--- config.mk ---
export PLATFORM = sky130hd
export DESIGN_NAME = cpu_supervisor
export DESIGN_NICKNAME = d
export VERILOG_FILES = /design/src/rtl/cpu_supervisor.sv
export SDC_FILE = /design/constraint.sdc
export NUM_CORES = 1
export LEC_CHECK = 0
export CAP_MARGIN = 10
export CELL_PAD_IN_SITES_DETAIL_PLACEMENT = 1
export CELL_PAD_IN_SITES_GLOBAL_PLACEMENT = 1
export CORE_ASPECT_RATIO = 0.8
export CORE_UTILIZATION = 38
export CTS_CLUSTER_DIAMETER = 200
export CTS_CLUSTER_SIZE = 10
export DETAILED_ROUTE_END_ITERATION = 16
export GPL_TIMING_DRIVEN = 0
export PLACE_DENSITY = 0.74
export RECOVER_POWER = 100
export SLEW_MARGIN = 20
export SYNTH_ARGS = -nofsm -noshare
export SYNTH_HDL_FRONTEND = slang
export SYNTH_SLANG_ARGS = --single-unit
--- constraint.sdc ---
create_clock -name i_clk -period 1.9 [get_ports i_clk]
set_input_delay 0.38 -clock i_clk [delete_from_list [all_inputs] [get_ports i_clk]]
set_output_delay 0.38 -clock i_clk [all_outputs]
set_load 0.01 [all_outputs]
--- src/rtl/cpu_supervisor.sv ---
// cpu_supervisor: host-side run controller for the CSM cpu core.
// Sequences the core's run request after a start-up delay, waits for the
// running acknowledge, counts run cycles and latches the pass/fail verdict.
// Optional feature macro: SUP_WATCHDOG_EN adds a START+RUN watchdog abort.
module cpu_supervisor #(
  parameter int unsigned STARTUP_DELAY  = 3,
  parameter int unsigned TIMEOUT_CYCLES = 1024,
  parameter int unsigned CNT_W          = 16
) (
  input  logic             i_clk,
  input  logic             i_rst,
  input  logic             i_start,
  output logic             o_run,
  input  logic             i_running,
  input  logic             i_status,
  output logic             o_done,
  output logic             o_passed,
  output logic             o_timeout,
  output logic [CNT_W-1:0] o_cycles
);

  // A zero start-up delay is treated as a single cycle.
  localparam int unsigned DLY_LAST = (STARTUP_DELAY == 0) ? 0 : STARTUP_DELAY - 1;
  localparam logic [CNT_W-1:0] CYC_MAX = '1;

  typedef enum logic [1:0] {
    ST_DELAY = 2'd0,
    ST_START = 2'd1,
    ST_RUN   = 2'd2,
    ST_DONE  = 2'd3
  } state_t;

  state_t           state;
  logic [CNT_W-1:0] dly_cnt;
  logic             wd_expired;

`ifdef SUP_WATCHDOG_EN
  // Watchdog counter is widened if needed so the terminal count is always reachable.
  localparam int unsigned WD_BITS = $clog2(TIMEOUT_CYCLES + 1);
  localparam int unsigned WD_W    = (WD_BITS > CNT_W) ? WD_BITS : CNT_W;
  localparam int unsigned WD_LAST = (TIMEOUT_CYCLES == 0) ? 0 : TIMEOUT_CYCLES - 1;

  logic [WD_W-1:0] wd_cnt;

  // Count cycles spent in START+RUN; held at zero elsewhere so START entry sees 0.
  always_ff @(posedge i_clk or posedge i_rst) begin
    if (i_rst) begin
      wd_cnt <= '0;
    end else if (state == ST_START || state == ST_RUN) begin
      wd_cnt <= wd_cnt + WD_W'(1);
    end else begin
      wd_cnt <= '0;
    end
  end

  assign wd_expired = (wd_cnt == WD_W'(WD_LAST));
`else
  logic unused_timeout_cfg;

  assign wd_expired         = 1'b0;
  assign unused_timeout_cfg = (TIMEOUT_CYCLES != 0);
`endif

  // Run sequencer: state, delay counter and all registered outputs.
  always_ff @(posedge i_clk or posedge i_rst) begin
    if (i_rst) begin
      state     <= ST_DELAY;
      dly_cnt   <= '0;
      o_run     <= 1'b0;
      o_done    <= 1'b0;
      o_passed  <= 1'b0;
      o_timeout <= 1'b0;
      o_cycles  <= '0;
    end else begin
      case (state)
        ST_DELAY: begin
          if (dly_cnt == CNT_W'(DLY_LAST)) begin
            state   <= ST_START;
            dly_cnt <= '0;
            o_run   <= 1'b1;
          end else begin
            dly_cnt <= dly_cnt + CNT_W'(1);
          end
        end
        ST_START: begin
          if (wd_expired) begin
            state     <= ST_DONE;
            o_run     <= 1'b0;
            o_done    <= 1'b1;
            o_passed  <= 1'b0;
            o_timeout <= 1'b1;
          end else if (i_running) begin
            state <= ST_RUN;
          end
        end
        ST_RUN: begin
          if (o_cycles != CYC_MAX) begin
            o_cycles <= o_cycles + CNT_W'(1);
          end
          // A normal halt takes priority over a coincident watchdog expiry.
          if (!i_running) begin
            state     <= ST_DONE;
            o_run     <= 1'b0;
            o_done    <= 1'b1;
            o_passed  <= i_status;
            o_timeout <= 1'b0;
          end else if (wd_expired) begin
            state     <= ST_DONE;
            o_run     <= 1'b0;
            o_done    <= 1'b1;
            o_passed  <= 1'b0;
            o_timeout <= 1'b1;
          end
        end
        ST_DONE: begin
          if (i_start) begin
            state     <= ST_DELAY;
            dly_cnt   <= '0;
            o_done    <= 1'b0;
            o_passed  <= 1'b0;
            o_timeout <= 1'b0;
            o_cycles  <= '0;
          end
        end
        default: begin
          state   <= ST_DELAY;
          dly_cnt <= '0;
          o_run   <= 1'b0;
        end
      endcase
    end
  end

endmodule

==> reports/metrics.yaml <==
status:
  status: "finished, violations left"
  violations: "setup timing"
drt:
  top_layer_used: "met4"
  drcViolationCount: 0
  dr_total_vias: 1861
  firstDrtPassIters: 4
  viasPerCell: 5.44
  m1WireLength_um: 2930
  ant_nets: 0
  wl_met3_um: 131
  met2_length_um: 2450
  drt_iter0_markers: 65
  wire_per_inst_um: 16.4
  wl_um: 5600
die:
  die_w_um: 85.2
  io_pins: 25
  num_rows: 23
  coreArea_mm2: 0.00518
  die_h_um: 68.6
  initial_utilization: 0.407
  die-area_mm2: 0.00584
layout:
  layout_commonest_cell: "dfrtp_1"
  fillers: 594
  final_layout_size_suffix_gt1_frac: 0.204
  n_antenna_cell: 0
  final_util: 0.538
  nNetsFinal: 294
  areaGrowthSynthToFinish_pct: 32.3
  final_cell_mix: "dfrtp_1 (37), nand2_1 (31), nor2_1 (22)"
clocking:
  cts_tree: "built"
  clockBufferDepth: 2
  insertion_delay_ns: 0.29
  clockRootBuffer: "clkbuf_8"
  cts_hold_buf: 0
  cts_sinks: 37
  cts-htree-levels: 2
  cts_buffers: 5
  path_clk_slew_ns: 0.08
pwr:
  ir_drop_v: 0.000656
  p_leak_nw: 1.24
  p_sw_w: 0.00167
  pwr-share-clk: 0.135
  p_sw_frac: 0.429
  power_density_mw_per_mm2: 1400
  combPwrFrac: 0.540
  power_frac_seq: 0.326
  power.internal_w: 0.00222
  power.total_w: 0.00389
logic_synthesis:
  syn_area_mm2: 0.00211
  ys_seq_elements: 37
  async_flop_share: 1.00
  synth_fp_nets: 246
  syn_avg_cell_area_um2: 9.04
  yosys_warnings: 0
  synthCells: 233
  synth-main-ff-cell: "dfrtp_1"
  ys_types: 42
  synth_edf_count: 0
  yosysSeqAreaShare: 0.440
timing:
  fmaxAchievable_mhz: 504
  setup_ws_ns: -0.0851
  fin_crit_ns: 1.99
  max_slew_margin: 0.501
  tightest_slew_ns: 0.748
  final-setup-viol-count: 17
  grt_setup_unrepaired: "yes"
  skew_ns: 0.00739
  fin_crit_sh: 1.04
  hold_viol: 0
  slew_viol_final: 0
critical_path:
  worst_path_max_delay_cell: "or4_4"
  cp_slowest_stage_delay_ns: 0.56
  path_common_cell: "buf_6"
  critPathRequiredTime_ns: 2.07
  criticalPathCategory: "flip-flop to flip-flop"
  critPathArrivalTime_ns: 2.16
  path_cells: "nand3_2 -> or4_4 -> o31ai_4 -> buf_6 -> buf_6 -> o211ai_1"
  critPathLaunchType: "flip-flop"
  cp_max_fo: 9
  cp-end-kind: "flip-flop"
grt:
  grt_overflow: 0
  grt_pass1_vias: 1777
  grt_max_degree: 30
  grt_pass1_wl_um: 9070
  antenna_found_initial: 0
  grt_usage: 0.207
placed_design:
  dp_hpwl_um: 3680
  place_congestion: 0.714
  portBuffers: 23
run:
  drv_cap: 0
min_path:
  hp-class: "primary input to asynchronous set/reset pin"
per-stage QoR:
| step | worst slack (ns) | cell area (µm²) | TNS [ns] | hold slack [ns] | instances |
|---|---|---|---|---|---|
| floorplan | -0.0690 | 2110 | -0.0690 | 0.501 | 233 |
| global placement | -0.502 | 2420 | -15.19 | 0.489 | 318 |
| detailed placement | -0.472 | 2440 | -5.25 | 0.496 | 319 |
| CTS | -0.0690 | 2670 | -0.625 | 0.332 | 335 |
| global route | -0.176 | 2790 | -3.46 | 0.527 | 342 |
| finish | -0.0851 | 2790 | -0.975 | 0.495 | 342 |
Yosys cell counts, types with 3 or more instances:
library cell / count / area, µm²
dfrtp_1: 37 / 926
nand2_1: 35 / 131
o21ai_0: 24 / 120
nor2_1: 23 / 86.3
nand3_1: 11 / 55.1
inv_1: 9 / 33.8
ha_1: 8 / 100
mux2i_1: 8 / 80.1
xor2_1: 8 / 70.1
nand4_1: 7 / 43.8
nor2b_1: 7 / 43.8
nor4_1: 5 / 31.3
xnor2_1: 5 / 43.8
a21oi_1: 4 / 20.0
a31oi_1: 3 / 18.8
and4_1: 3 / 26.3
buf_2: 3 / 15.0
nor3b_1: 3 / 22.5
logic make-up after synthesis:
kind of cell    synth area share
mux                       0.0434
simple gates               0.251
compound gates             0.121
fa+ha+maj                 0.0475
flops                      0.440
xor+xnor                  0.0541
buf+inv                   0.0410
other cells              0.00178
power groups by stage:
stage | Combinational, W | Clock [W] | Sequential, W
detailed placement | 0.00161 | 0 | 0.00128
global placement | 0.00155 | 0 | 0.00128
global route | 0.00231 | 0.000560 | 0.00131
CTS | 0.00195 | 0.000535 | 0.00126
finish | 0.00210 | 0.000524 | 0.00127
floorplan | 0.000953 | 0 | 0.00129
sequential cells by signal (all words and copies together) (netlist names):
signal / flops
o_passed: 1
o_cycles: 16
o_done: 1
dly_cnt: 16
o_run: 1
state: 2
routing by layer:
metal | GRT usage | up-vias
met2 | 0.329 | 23
met1 | 0.289 | 918
met4 | 0.0636 | 0
li1 | - | 910
met3 | 0.0393 | 10
met5 | 0 | -
path summary, 6_finish.rpt:
path                                         startpoint                       end  slack, ns  depth (start not counted)
min in group i_clk                   o_done$_DFFE_PP0P_        o_done$_DFFE_PP0P_       0.51                          2
worst min register to register       o_done$_DFFE_PP0P_        o_done$_DFFE_PP0P_       0.51                          2
worst max register to register  o_cycles[3]$_DFFE_PP0P_   o_cycles[3]$_DFFE_PP0P_      -0.09                          6
worst min-delay path                              i_rst  o_cycles[10]$_DFFE_PP0P_       0.50                          2
worst max-delay path            o_cycles[3]$_DFFE_PP0P_   o_cycles[3]$_DFFE_PP0P_      -0.09                          6
max in group asynchronous                         i_rst   dly_cnt[11]$_DFFE_PP0P_       0.35                          3
layout make-up:
class	count	area (µm²)	share of cell area
flip-flops and latches	37	926	0.332
plain buffers	8	65.1	0.0233
repair buffers	42	382	0.137
clock inverters	1	5.00	0.00180
well taps	62	77.6	0.0278
clock buffers	5	68.8	0.0247
multi-input cells	178	1230	0.441
inverters	9	33.8	0.0121
what timing repair did:
item / in CTS / in global routing
gates cloned: 2 / 0
gates resized for setup: 31 / 24
setup endpoints to repair: 27 / 29
pin swaps: 6 / 13
setup buffers: 8 / 8
worst max-delay path, delay by kind of cell, from the launching register on:
family                 cells  cell delay, ns
AO/OA/AOI/OAI              2            0.38
AND/OR/NAND/NOR            2            0.70
flip-flops                 1            0.50
buffers and inverters      2            0.28
No activity file was read; power rests on OpenSTA's default activity.
